===== config.mk =====
export PLATFORM = sky130hd
export DESIGN_NAME = regfile_multiport_flat
export DESIGN_NICKNAME = d
export VERILOG_FILES = /design/src/rtl/regfile_pkg.sv /design/src/rtl/regfile_if.sv /design/src/rtl/regfile_scoreboard.sv /design/src/rtl/regfile_multiport.sv /design/src/flat_wrapper.sv
export SDC_FILE = /design/constraint.sdc
export NUM_CORES = 1
export LEC_CHECK = 0
export ABC_AREA = 0
export CAP_MARGIN = 0
export CORE_UTILIZATION = 55
export CTS_CLUSTER_DIAMETER = 100
export DETAILED_ROUTE_END_ITERATION = 10
export PLACE_DENSITY_LB_ADDON = 0.1
export SYNTH_ARGS = -nofsm -noshare
export SYNTH_HDL_FRONTEND = slang
export SYNTH_SLANG_ARGS = --single-unit
export TNS_END_PERCENT = 50

===== constraint.sdc =====
create_clock -name Clk -period 2.8 [get_ports Clk]
set_clock_uncertainty 0.2 [all_clocks]
set_input_delay 0.42 -clock Clk [delete_from_list [all_inputs] [get_ports Clk]]
set_output_delay 0.42 -clock Clk [all_outputs]
set_load 0.1 [all_outputs]

===== src/rtl/regfile_pkg.sv =====
// Shared definitions for the multiport register file: default geometry,
// the hardwired zero register address and the clear/run state encoding.
package regfile_pkg;

  localparam int DEF_DATA_W = 16;
  localparam int DEF_ADDR_W = 4;
  localparam int DEF_NUM_RD = 2;

  localparam int ZERO_ADDR = 0;

  typedef enum logic {
    ST_CLEAR = 1'b0,
    ST_RUN   = 1'b1
  } state_t;

endpackage


===== src/rtl/regfile_if.sv =====
// Decode/writeback-side bus of the register file: packed read ports,
// write port, reservation port and the ready flag.
interface regfile_if
  import regfile_pkg::*;
#(
  parameter int DATA_W = DEF_DATA_W,
  parameter int ADDR_W = DEF_ADDR_W,
  parameter int NUM_RD = DEF_NUM_RD
) ();

  logic [NUM_RD*ADDR_W-1:0] Rd_Addr;
  logic [NUM_RD*DATA_W-1:0] Rd_Data;
  logic [NUM_RD-1:0]        Rd_Busy;
  logic                     Wr_En;
  logic [ADDR_W-1:0]        Wr_Addr;
  logic [DATA_W-1:0]        Wr_Data;
  logic                     Rsv_En;
  logic [ADDR_W-1:0]        Rsv_Addr;
  logic                     Ready;

  modport master (
    output Rd_Addr, Wr_En, Wr_Addr, Wr_Data, Rsv_En, Rsv_Addr,
    input  Rd_Data, Rd_Busy, Ready
  );

  modport slave (
    input  Rd_Addr, Wr_En, Wr_Addr, Wr_Data, Rsv_En, Rsv_Addr,
    output Rd_Data, Rd_Busy, Ready
  );

endinterface


===== src/rtl/regfile_scoreboard.sv =====
// Pending-write scoreboard: one busy bit per register, set by a reservation,
// cleared by the matching writeback, looked up per read port.
module regfile_scoreboard
  import regfile_pkg::*;
#(
  parameter int ADDR_W = DEF_ADDR_W,
  parameter int NUM_RD = DEF_NUM_RD
) (
  input  logic                     clk,
  input  logic                     rst_n,
  input  logic                     run,
  input  logic                     wr_en,
  input  logic [ADDR_W-1:0]        wr_addr,
  input  logic                     rsv_en,
  input  logic [ADDR_W-1:0]        rsv_addr,
  input  logic [NUM_RD*ADDR_W-1:0] rd_addr,
  output logic [NUM_RD-1:0]        rd_busy
);

  localparam int DEPTH = 2**ADDR_W;

  logic [DEPTH-1:0] busy;
  logic [DEPTH-1:0] busy_next;

  // Update rule: writeback clears, reservation applied last so a new producer wins
  always_comb begin
    busy_next = busy;
    if (run) begin
      if (wr_en)
        busy_next[wr_addr] = 1'b0;
      if (rsv_en && rsv_addr != ADDR_W'(ZERO_ADDR))
        busy_next[rsv_addr] = 1'b1;
    end
  end

  // Busy bit storage
  always_ff @(posedge clk or negedge rst_n) begin
    if (!rst_n)
      busy <= '0;
    else
      busy <= busy_next;
  end

  // Registered per-port lookup; sees the same-cycle update
  always_ff @(posedge clk or negedge rst_n) begin
    if (!rst_n)
      rd_busy <= '0;
    else
      for (int unsigned k = 0; k < NUM_RD; k++)
        rd_busy[k] <= run & busy_next[rd_addr[k*ADDR_W +: ADDR_W]];
  end

endmodule


===== src/rtl/regfile_multiport.sv =====
// Parametrised multiport register file with post-reset hardware clear,
// hardwired zero register and pending-write scoreboard.
// Optional macro REGFILE_BYPASS_EN: same-cycle write-to-read forwarding
// (write-first); when undefined, reads return pre-write contents.
module regfile_multiport
  import regfile_pkg::*;
#(
  parameter int DATA_W = DEF_DATA_W,
  parameter int ADDR_W = DEF_ADDR_W,
  parameter int NUM_RD = DEF_NUM_RD
) (
  input logic      Clk,
  input logic      Rst_n,
  regfile_if.slave bus
);

  localparam int DEPTH = 2**ADDR_W;

  logic [DATA_W-1:0]        mem [DEPTH];
  state_t                   state;
  logic [ADDR_W-1:0]        clr_cnt;
  logic                     run;
  logic                     wr_ok;
  logic [DATA_W-1:0]        rd_next [NUM_RD];
  logic [NUM_RD*DATA_W-1:0] rd_data_q;

  assign run   = (state == ST_RUN);
  assign wr_ok = run && bus.Wr_En && (bus.Wr_Addr != ADDR_W'(ZERO_ADDR));

  // Clear FSM: walk every register once after reset, then run forever
  always_ff @(posedge Clk or negedge Rst_n) begin
    if (!Rst_n) begin
      state   <= ST_CLEAR;
      clr_cnt <= '0;
    end else if (state == ST_CLEAR) begin
      clr_cnt <= clr_cnt + 1'b1;
      if (clr_cnt == ADDR_W'(DEPTH - 1))
        state <= ST_RUN;
    end
  end

  // Storage: zero-fill during clear, writeback port in run (r0 never written)
  always_ff @(posedge Clk) begin
    if (!run)
      mem[clr_cnt] <= '0;
    else if (wr_ok)
      mem[bus.Wr_Addr] <= bus.Wr_Data;
  end

  // Read data selection per port
  always_comb begin
    for (int unsigned k = 0; k < NUM_RD; k++) begin
      rd_next[k] = mem[bus.Rd_Addr[k*ADDR_W +: ADDR_W]];
`ifdef REGFILE_BYPASS_EN
      if (wr_ok && bus.Rd_Addr[k*ADDR_W +: ADDR_W] == bus.Wr_Addr)
        rd_next[k] = bus.Wr_Data;
`endif
    end
  end

  // Registered read ports; forced to zero while clearing
  always_ff @(posedge Clk or negedge Rst_n) begin
    if (!Rst_n)
      rd_data_q <= '0;
    else
      for (int unsigned k = 0; k < NUM_RD; k++)
        rd_data_q[k*DATA_W +: DATA_W] <= run ? rd_next[k] : '0;
  end

  assign bus.Rd_Data = rd_data_q;
  assign bus.Ready   = run;

  regfile_scoreboard #(
    .ADDR_W (ADDR_W),
    .NUM_RD (NUM_RD)
  ) u_scoreboard (
    .clk      (Clk),
    .rst_n    (Rst_n),
    .run      (run),
    .wr_en    (bus.Wr_En),
    .wr_addr  (bus.Wr_Addr),
    .rsv_en   (bus.Rsv_En),
    .rsv_addr (bus.Rsv_Addr),
    .rd_addr  (bus.Rd_Addr),
    .rd_busy  (bus.Rd_Busy)
  );

endmodule

===== src/flat_wrapper.sv =====
// flat-port wrapper written by rule: the top's interface ports become plain ports
module regfile_multiport_flat import regfile_pkg::*;
#(
  parameter int DATA_W = DEF_DATA_W,
  parameter int ADDR_W = DEF_ADDR_W,
  parameter int NUM_RD = DEF_NUM_RD
)
  (Clk, Rst_n, bus_Rd_Addr, bus_Wr_En, bus_Wr_Addr, bus_Wr_Data, bus_Rsv_En, bus_Rsv_Addr, bus_Rd_Data, bus_Rd_Busy, bus_Ready);
  regfile_if #(.DATA_W(DATA_W), .ADDR_W(ADDR_W), .NUM_RD(NUM_RD)) bus_i ();
  input logic Clk;
  input logic Rst_n;
  input wire logic [$bits(bus_i.Rd_Addr)-1:0] bus_Rd_Addr;
  input wire logic [$bits(bus_i.Wr_En)-1:0] bus_Wr_En;
  input wire logic [$bits(bus_i.Wr_Addr)-1:0] bus_Wr_Addr;
  input wire logic [$bits(bus_i.Wr_Data)-1:0] bus_Wr_Data;
  input wire logic [$bits(bus_i.Rsv_En)-1:0] bus_Rsv_En;
  input wire logic [$bits(bus_i.Rsv_Addr)-1:0] bus_Rsv_Addr;
  output wire logic [$bits(bus_i.Rd_Data)-1:0] bus_Rd_Data;
  output wire logic [$bits(bus_i.Rd_Busy)-1:0] bus_Rd_Busy;
  output wire logic [$bits(bus_i.Ready)-1:0] bus_Ready;
  assign bus_i.Rd_Addr = bus_Rd_Addr;
  assign bus_i.Wr_En = bus_Wr_En;
  assign bus_i.Wr_Addr = bus_Wr_Addr;
  assign bus_i.Wr_Data = bus_Wr_Data;
  assign bus_i.Rsv_En = bus_Rsv_En;
  assign bus_i.Rsv_Addr = bus_Rsv_Addr;
  assign bus_Rd_Data = bus_i.Rd_Data;
  assign bus_Rd_Busy = bus_i.Rd_Busy;
  assign bus_Ready = bus_i.Ready;
  regfile_multiport #(.DATA_W(DATA_W), .ADDR_W(ADDR_W), .NUM_RD(NUM_RD)) u_core (.Clk(Clk), .Rst_n(Rst_n), .bus(bus_i));
endmodule

==> results.md <==
Run status:
- The run finished with clean final reports.

Setup path:
- The worst setup path startpoint is bus_Wr_En.
- The nature of the critical path endpoint is a flip-flop.
- The kind of launch point of the worst setup path is an input pin.
- For flop-to-flop paths, the worst setup slack is 0.47 ns.
- The worst stage delay on the critical path is between 0.5 and 0.6 ns.
- The data required time at the worst endpoint is 2.96 ns.
- The peak fanout along the critical path is 5.
- Traced cell by cell, the critical path runs through clkdlybuf4s50_1, nand4b_1, o21ai_0, o21ai_1, mux4_2, o22ai_1, a311oi_1.
- The category of cells accounting for the largest share of critical-path delay is compound AO/OA/AOI/OAI gates.
- Counting cells, the worst reg-to-reg path comes to 5.
- The number of buffers and inverters on the critical path is 1.
- The critical path ends at u_core.u_scoreboard.rd_busy[0].
- In this run the critical register-to-register path is launched from u_core.bus.Ready.
- The category of the critical setup timing path is in2reg.
- The data arrival time of the worst path is 2.57 ns.
- The critical-path cell with the highest stage delay is sky130_fd_sc_hd__clkdlybuf4s50_1.
- The count of cell instances traversed by the critical path is 7.
- The worst register-to-register path ends at u_core.mem[10][4].

Detailed routing:
- The number of optimization iterations in the first detailed-route pass is 4.
- The via count is between 7,000 and 8,000.
- The residual antenna-violating net count after detailed routing is 0.
- The iteration-0 DRC count of the detailed router is roughly 620.
- For this block, the routed nets add up to roughly 34,000 um of wire.
- For this run, design rule violations remaining after detail routing come to 0.
- The via count normalized by instance count is 6.52.
- In the final routed layout, each cell accounts on average for between 20 and 30 um.

Finish:
- The combined flip-flop and latch cell area is 9060 sq um.
- In the final layout, the multi-input gates occupy 4780 sq um.
- The filler cells instantiated in the layout total about 1,700.
- The layout cell share with drive strength beyond 1 is 0.406.
- The net count of the finished layout is 871.
- In the layout the commonest cells are 256 x sky130_fd_sc_hd__edfxtp_1, 162 x sky130_fd_sc_hd__mux4_2, 76 x sky130_fd_sc_hd__buf_4.
- The relative area change from synthesis to final layout is 19.8%.
- The number of diodes is 0.
- Excluding fillers, the count of instances in the completed layout stands at around 1,200.
- The most frequent standard cell in the layout excluding fill and tap cells is sky130_fd_sc_hd__edfxtp_1.

Yosys:
- The share of synthesized area in the top cell type comes to 0.546.
- The mean instance size in the synthesized netlist is 20.0 sq um.
- The share of the Yosys chip area taken by registers is 0.644.
- The number of nets handed over by synthesis was 742.
- In the synthesized netlist, the number of instances is 705.
- The warning count from the yosys run is 0.
- Counting flops with a built-in enable in the synthesized netlist gives approximately 260.
- After synthesis, the cell types taking the most area are sky130_fd_sc_hd__edfxtp_1 55%, sky130_fd_sc_hd__mux4_2 26%, sky130_fd_sc_hd__dfrtp_1 9.8%.
- After synthesis the netlist holds a flip-flop and latch count of 311.
- The most used flip-flop cell after synthesis is sky130_fd_sc_hd__edfxtp_1.
- The largest area contributor in the netlist is sky130_fd_sc_hd__edfxtp_1.
- Summing every instance area after synthesis gives 14,100 sq um.
- The synthesized netlist contains 47 unique library cells.
- The async set-reset flop share out of synthesis is 0.177.

Power and ir drop:
- For this design the ratio of total power to cell area is 638 nW/um^2.
- The design draws approximately 11 mW.
- The worst IR drop on VDD is between 0.6 and 0.7 mV.
- In this run the static leakage power is 6.12 nW.

STA:
- The part of the cycle the worst path needs is 0.863.
- Measured against its own limit, the worst slew margin works out to 0.490.
- The count of final hold-check violations is 0.
- The worst hold-check slack is between 0.2 and 0.25 ns.
- Setup violations remaining at the end of the flow were counted as 0.
- The worst path in the final design needs a cycle of 2.42 ns, including I/O delays and setup.
- Derived from the worst setup path, the maximum achievable clock frequency is ~410 MHz.
- The slew at the pin closest to its max-slew limit is approximately 0.76 ns.
- Setup repair after global routing left no endpoint under its margin.
- The max-slew violation count is 0.

Die:
- From left edge to right edge, the die measures 162 um.
- In this run the count of I/O pins placed on the die edge is 71.
- The die boundary height is 162 um.
- The core region area is around 25,000 sq um.
- The initial utilization of the core area, before any placement, comes to 0.560.
- The die covers 26,200 sq um.
- The standard-cell row count is 58.

Clock network:
- The TritonCTS buffer count is 34.
- The total setup buffers inserted after CTS is 0.
- The tree built by TritonCTS fans out to slightly above 300 sinks.
- The number of gates resized after cts is 0.
- After clock tree synthesis, the clock-pin slew on the worst setup and hold paths is 0.06 ns.
- The CTS H-tree depth is 2.
- The CTS tree is yes.
- The clock tree root buffer cell is sky130_fd_sc_hd__clkbuf_16.
- The clock reaches the later pin of the worst-skew pair after 0.50 ns.
- Counting along the longest clock path gives a buffer depth of 3.
- The hold buffer count at CTS is 1.

Global routing:
- The first-pass GRT wire length is 51,000 um.
- The total overflow left after global routing is 0.
- The initial antenna violation count is 0.
- Entering global routing, the biggest net connects 40 pins.
- The routing usage on met3 is 0.0457.
- For this run, global-route usage on met1 was measured as 0.385.
- The busiest layer in global routing is met2.
- The overall track demand over capacity in global routing is 0.271.
- For this run, global-route usage on met2 was measured as 0.438.
- The number of global-route vias before repair was 8,294.

Placed design:
- The number of instances in the placed design is 1,127.
- The count of input and output buffers is 70.
- The congestion estimate from routability-driven global placement came to 0.886.
- The post-detailed-placement half-perimeter wirelength is 21,400 um.

Hold path:
- The path category of the worst min-delay check is in2async.

Job:
- The tool flagged a number of max-cap violations equal to 0.
[cell families (layout without fill, tap and decap cells)]
| logic type | count (synthesis) | count (layout) | synth area share |
|---|---|---|---|
| XOR/XNOR | 3 | 3 | 0.00187 |
| AO/OA/AOI/OAI | 58 | 58 | 0.0258 |
| multiplexers | 166 | 166 | 0.263 |
| buffers and inverters | 53 | 207 | 0.0190 |
| adder cells (fa/ha/maj) | 1 | 1 | 0.000889 |
| flip-flops | 311 | 311 | 0.644 |
| AND/OR/NAND/NOR | 113 | 113 | 0.0457 |
[per-layer routing]
layer,vias up,wire length (um)
li1,3234,-
met1,4141,13700
met5,-,0
met3,58,2270
met2,321,16800
met4,0,809
[area by class of cell]
type	instances	share of cell area
tap	330	0.0245
timing repair buffer	140	0.0885
multi-input combinational	341	0.284
sequential	311	0.538
clock buffer	44	0.0557
inverter	6	0.00134
clock inverter	17	0.00868
[power by group]
part           leakage [nW]  internal (mW)  switching (mW)
Clock                 0.529           2.56            1.76
Sequential             3.34           5.13          0.0292
Combinational          2.24          0.479           0.802
Total                  6.12           8.17            2.59
[stage by stage]
stage | worst slack, ns | TNS [ns] | utilization | area, sq um
after global placement | -0.0000331 | -0.0000331 | 0.628 | 15800
after detailed placement | -0.0382 | -0.145 | 0.628 | 15800
final | 0.385 | 0 | 0.671 | 16900
after floorplan | 0.0156 | 0 | - | 14100
after CTS | 0.442 | 0 | 0.671 | 16900
after global routing | 0.320 | 0 | 0.671 | 16900
[worst min-delay path by stage]
stage | slack [ns] | from | cells past startpoint | end
3_3_place_gp | 0.22 | Rst_n | 1 | u_core.bus.Rd_Data[27]
3_5_place_dp | 0.24 | Rst_n | 1 | u_core.bus.Rd_Data[11]
4_1_cts | 0.24 | Rst_n | 2 | u_core.bus.Rd_Data[28]
5_1_grt | 0.27 | Rst_n | 2 | u_core.bus.Rd_Data[28]
6_report | 0.23 | Rst_n | 2 | u_core.bus.Rd_Data[26]
2_1_floorplan | -0.08 | Rst_n | 0 | u_core.bus.Rd_Data[0]
[registers in the layout, indices dropped and copies added (netlist names)]
register                     count
u_core.u_scoreboard.busy        16
u_core.mem                     256
u_core.bus.Rd_Data              32
u_core.clr_cnt                   4
u_core.u_scoreboard.rd_busy      2
u_core.bus.Ready                 1
[worst reg2reg max path: stages (launching register included)]
cell                      delay [ns]
sky130_fd_sc_hd__dfrtp_2        0.43
sky130_fd_sc_hd__buf_4          0.37
sky130_fd_sc_hd__inv_1          0.11
sky130_fd_sc_hd__a32oi_1        0.65
sky130_fd_sc_hd__nor2_2         0.11
sky130_fd_sc_hd__buf_4          0.22
[synthesized netlist by cell type (all sizes together), types with 6 or more instances]
| master | number |
|---|---|
| nand2 | 11 |
| mux4 | 162 |
| dfrtp | 55 |
| and2 | 49 |
| nor2 | 22 |
| buf | 22 |
| o21ai | 28 |
| clkbuf | 25 |
| edfxtp | 256 |
| inv | 6 |
| nand2b | 9 |
| a21oi | 6 |
Note: power is estimated with default switching activity, not from simulation.
==> patch 1 (config.mk and constraints unchanged) <==
Set the package constant `DEF_DATA_W` to 32 (it was 16).
--- a/src/rtl/regfile_pkg.sv
+++ b/src/rtl/regfile_pkg.sv
@@ -4,3 +4,3 @@
 
-  localparam int DEF_DATA_W = 16;
+  localparam int DEF_DATA_W = 32;
   localparam int DEF_ADDR_W = 4;
Ports: changed (resized bus_Rd_Data and bus_Wr_Data); port bits go from 71 to 119. No check against the original RTL was run, so the function may have changed too.
==> patch 1 against the original RTL <==
Synthesized cell count grew 80%; fmax shrank 2.0%; power grew 89%; die area grew 89%; wire length grew 98%; synthesized area grew 90%; cell count grew 81%; critical path depth shrank 1; via count grew 86%; final area grew 90%; setup slack lost 0.050 ns; sequential cell count grew 288; critical endpoint is now u_core.mem[4][20]; largest cell class unchanged.
==> patch 1: results (changes against the original RTL) <==
metric,value,unit,change
num-multi-input-gates,568,,was 341
outcome,finished clean,,unchanged
regToRegSetupSlack,0.33,ns,was 0.47 ns
route.met2.wl,33500,µm,was 16800 µm
ys_ff_latch,599,,was 311
crit_arrival,2.63,ns,was 2.57 ns
drt-initial-drc-count,1629,,was 619
htree_levels,2,,unchanged
synth_edf_count,512,,was 256
multi_input_area_share,0.275,,was 0.284
grt_max_degree,51,,was 40
n_all_inverters,8,,was 6
clk_share,0.0624,,was 0.0644
crit_fanout,21,,was 5
dr_total_vias,14400,,was 7754
cts_resized,0,,unchanged
gp_congestion,0.846,,was 0.886
grt_pass1_vias,14900,,was 8294
cts-buffers-inserted,60,,was 34
tightest_slew,1.04,ns,was 0.765 ns
clock_buffers,87,,was 44
slowest_delay,0.69,ns,was 0.57 ns
startpoint,u_core.bus.Ready,,was bus_Wr_En
synthTopCellsByCount,"512 x edfxtp_1, 320 x mux4_2, 96 x and2_1",,"was 256 x edfxtp_1, 162 x mux4_2, 55 x dfrtp_1"
leakage,11.6,nW,was 6.12 nW
io_buffers,118,,was 70
critPathSlowestCell,a21oi_1,,was clkdlybuf4s50_1
nets,1536,,was 871
nonClkBufAreaFrac,0.0908,,was 0.0885
regArea,17600,µm²,was 9060 µm²
clk_pin_slew_worst_paths,0.06,ns,about the same
place_ws,-0.131,ns,was -0.0382 ns
drt-pass1-iter-count,5,,was 4
dpl_cell_area,30100,µm²,was 15800 µm²
ir_drop,0.529,mV,was 0.625 mV
fp-row-count,80,,was 58
clock_latency,0.63,ns,was 0.50 ns
antenna_found_initial,0,,unchanged
r2r-end,u_core.mem[4][20],,was u_core.mem[10][4]
netlist_instances,1268,,was 705
globalRouteMet1Util,0.401,,was 0.385
ys_async_sr_fraction,0.145,,was 0.177
topRoutingLayerUsed,met4,,unchanged
dp_hpwl,41600,µm,was 21400 µm
reg2reg_depth,6,,was 5
fin_hold_ws,0.178,ns,was 0.233 ns
use_met2,0.453,,was 0.438
period_minus_slack,2.47,ns,was 2.42 ns
post_drt_wl_per_cell,30.9,µm,was 28.2 µm
use_met3,0.0414,,was 0.0457
seq_area_frac_synth,0.657,,was 0.644
dp_cells,2035,,was 1127
met3_length,5010,µm,was 2270 µm
path_class,reg -> reg,,was in -> reg
nFillCells,3076,,was 1695
vias_per_cell,6.69,,was 6.52
multiInputGateArea,8830,µm²,was 4780 µm²
grt_use_total,0.279,,was 0.271
drive_gt1_frac,0.418,,was 0.406
antenna_cells,1,,was 0
-- patch 1: cell count changes after synthesis, sizes merged, moves of 3 or more --
cell	delta
nor2	+8
a22o	+3
o21ai	-16
nand2b	-3
clkbuf	+9
nand2	+16
nor3	+3
mux2	-3
edfxtp	+256
and2	+47
buf	+37
dfrtp	+32
mux4	+158
-- patch 1: report_power, final --
| group | switching [mW] | total [mW] | leakage (nW) | internal, mW |
|---|---|---|---|---|
| Clock | 3.39 | 8.11 | 0.979 | 4.72 |
| Combinational | 1.47 | 2.35 | 4.20 | 0.887 |
| Sequential | 0.0507 | 9.92 | 6.40 | 9.86 |
-- patch 1: kinds of logic after synthesis --
logic type,Yosys count,synth area share
flip-flops,599,0.657
multiplexers,322,0.271
AND/OR/NAND/NOR,191,0.0397
buffers and inverters,101,0.0174
AO/OA/AOI/OAI,51,0.0140
XOR/XNOR,3,0.000984
adder cells (fa/ha/maj),1,0.000468
==> patch 2 (config.mk and constraints unchanged) <==
Made on the original files. Make the reset (`Rst_n` and `rst_n`) synchronous in 4 clocked blocks.
--- a/src/rtl/regfile_scoreboard.sv
+++ b/src/rtl/regfile_scoreboard.sv
@@ -36,3 +36,3 @@
   // Busy bit storage
-  always_ff @(posedge clk or negedge rst_n) begin
+  always_ff @(posedge clk) begin
     if (!rst_n)
@@ -44,3 +44,3 @@
   // Registered per-port lookup; sees the same-cycle update
-  always_ff @(posedge clk or negedge rst_n) begin
+  always_ff @(posedge clk) begin
     if (!rst_n)
--- a/src/rtl/regfile_multiport.sv
+++ b/src/rtl/regfile_multiport.sv
@@ -30,3 +30,3 @@
   // Clear FSM: walk every register once after reset, then run forever
-  always_ff @(posedge Clk or negedge Rst_n) begin
+  always_ff @(posedge Clk) begin
     if (!Rst_n) begin
@@ -61,3 +61,3 @@
   // Registered read ports; forced to zero while clearing
-  always_ff @(posedge Clk or negedge Rst_n) begin
+  always_ff @(posedge Clk) begin
     if (!Rst_n)
Function: no difference found for any inputs over 10 cycles, from zero or initial values and one cycle with Rst_n low; that may be too few to reach the edited logic, so the function may still have changed.
==> patch 2 against the original RTL <==
Sequential cell count unchanged; final area down 0.43%; synthesized area decreased by 0.52%; highest routed layer unchanged; sequential share of layout area is 1.4 points lower; power decreased by 3.9%; die area fell by 0.52%; critical path type is now reg -> reg; wire length is 5.7% higher; setup slack lost 0.0060 ns; critical endpoint is now u_core.mem[8][3].
==> patch 2: results (changes against the original RTL) <==
metric,value,unit,change
place_ws,-0.0790,ns,was -0.0382 ns
grt_max_degree,76,,was 40
vias_per_cell,6.66,,was 6.52
r2r-end,u_core.mem[8][3],,was u_core.mem[10][4]
crit_fanout,17,,was 5
fin_hold_ws,0.294,ns,was 0.233 ns
drive_gt1_frac,0.377,,was 0.406
synth_cell_type_count,40,,was 47
crit_arrival,2.48,ns,was 2.57 ns
nets,900,,was 871
dp_cells,1157,,was 1127
finalInstanceArea,16800,µm²,was 16900 µm²
rr_startpoint,u_core.bus.Ready,,unchanged
tns,0,ns,unchanged
drt-initial-drc-count,987,,was 619
synth_fa_ha_area_frac,0.000894,,was 0.000889
ir_drop,0.483,mV,was 0.625 mV
leakage,5.84,nW,was 6.12 nW
topRoutingLayerUsed,met4,,unchanged
hold_path_end,u_core.u_scoreboard.busy[0],,
use_met3,0.0565,,was 0.0457
wl_met1,15100,µm,was 13700 µm
seq_area_frac_synth,0.628,,was 0.644
grt_use_total,0.286,,was 0.271
synth-compound-area-share,0.0410,,was 0.0258
route.met2.wl,16300,µm,was 16800 µm
yosysWarnings,0,,unchanged
yosys-mux-area-fraction,0.258,,was 0.263
min_path_cells,1,,
outcome,finished clean,,unchanged
grt_pass1_wl,53500,µm,was 51000 µm
tightest_slew,0.684,ns,was 0.765 ns
ys_top_cells_by_area,"edfxtp_1 55%, mux4_2 26%, dfxtp_1 7.9%, nor2b_1 1.7%, and2_1 0.89%",,"was edfxtp_1 55%, mux4_2 26%, dfrtp_1 9.8%, and2_1 2.2%, o21ai_1 0.89%"
critPathSlowestCell,dfxtp_2,,was clkdlybuf4s50_1
grt_pass1_vias,8151,,was 8294
dp_hpwl,23400,µm,was 21400 µm
use_met2,0.420,,was 0.438
nFillCells,1655,,was 1695
drt-pass1-iter-count,5,,was 4
globalRouteMet1Util,0.446,,was 0.385
dpl_cell_area,15700,µm²,was 15800 µm²
reg2reg_depth,6,,was 5
dr_total_vias,8095,,was 7754
clock_latency,0.51,ns,
ys_async_sr_fraction,0,,was 0.177
hold_class,reg -> reg,,was in -> async
met3_length,3380,µm,was 2270 µm
synth-xor-area-share,0.00188,,was 0.00187
slowest_delay,0.49,ns,was 0.57 ns
netlist_instances,746,,was 705
synth.net_count,783,,was 742
cts_max_path_buffers,3,,unchanged
largest-register,u_core.mem,,unchanged
gp_congestion,0.835,,was 0.886
wl,35500,µm,was 33600 µm
cts_resized,0,,unchanged
regToRegSetupSlack,0.38,ns,was 0.47 ns
synthTopCellsByCount,"256 x edfxtp_1, 160 x mux4_2, 55 x dfxtp_1",,"was 256 x edfxtp_1, 162 x mux4_2, 55 x dfrtp_1"
ys.flop_type,edfxtp_1,,unchanged
patch 2: cell count changes after synthesis, sizes merged, moves of 6 or more:
cell	unedited run	this run
dfxtp	0	55
and2	49	20
dfrtp	55	0
nor2b	3	37
a21oi	6	17
a32oi	2	12
o21ai	28	17
nand2	11	17
a21boi	2	14
patch 2: power by group:
group / switching (mW) / total (mW) / internal [mW] / leakage (nW)
registers: 0.0414 / 5.07 / 5.03 / 3.10
clock network: 1.79 / 4.47 / 2.69 / 0.525
logic: 0.386 / 0.791 / 0.405 / 2.21
patch 2: critical path, delay by kind of cell (launching register included):
kind / cells / cell delay, ns
flops: 1 / 0.49
buf+inv: 1 / 0.19
simple gates: 3 / 0.33
compound gates: 2 / 0.95
patch 2: kinds of logic (layout without fill, tap and decap cells):
logic type	count (synthesis)	after routing
flip-flops	311	311
adder cells (fa/ha/maj)	1	1
multiplexers	161	161
AND/OR/NAND/NOR	121	121
AO/OA/AOI/OAI	84	84
XOR/XNOR	3	3
buffers and inverters	65	205
patch 2: how the worst max path moves through the flow:
stage	slack [ns]	end	cells after the start	start
finish	0.38	u_core.mem[8][3]	6	u_core.bus.Ready
global route	0.27	u_core.mem[8][1]	6	u_core.bus.Ready
CTS	0.40	u_core.mem[8][1]	6	u_core.bus.Ready
detailed placement	-0.08	u_core.mem[8][3]	7	bus_Wr_Addr[1]
global placement	0.04	u_core.mem[8][3]	7	bus_Wr_Addr[1]
floorplan	-0.11	u_core.mem[15][0]	5	u_core.bus.Ready
patch 2: layout make-up:
class	count	area share
multi-input cells	370	0.295
clock inverters	17	0.0117
clock buffers	42	0.0543
repair buffers	135	0.0885
flip-flops and latches	311	0.524
well taps	330	0.0246
inverters	11	0.00246
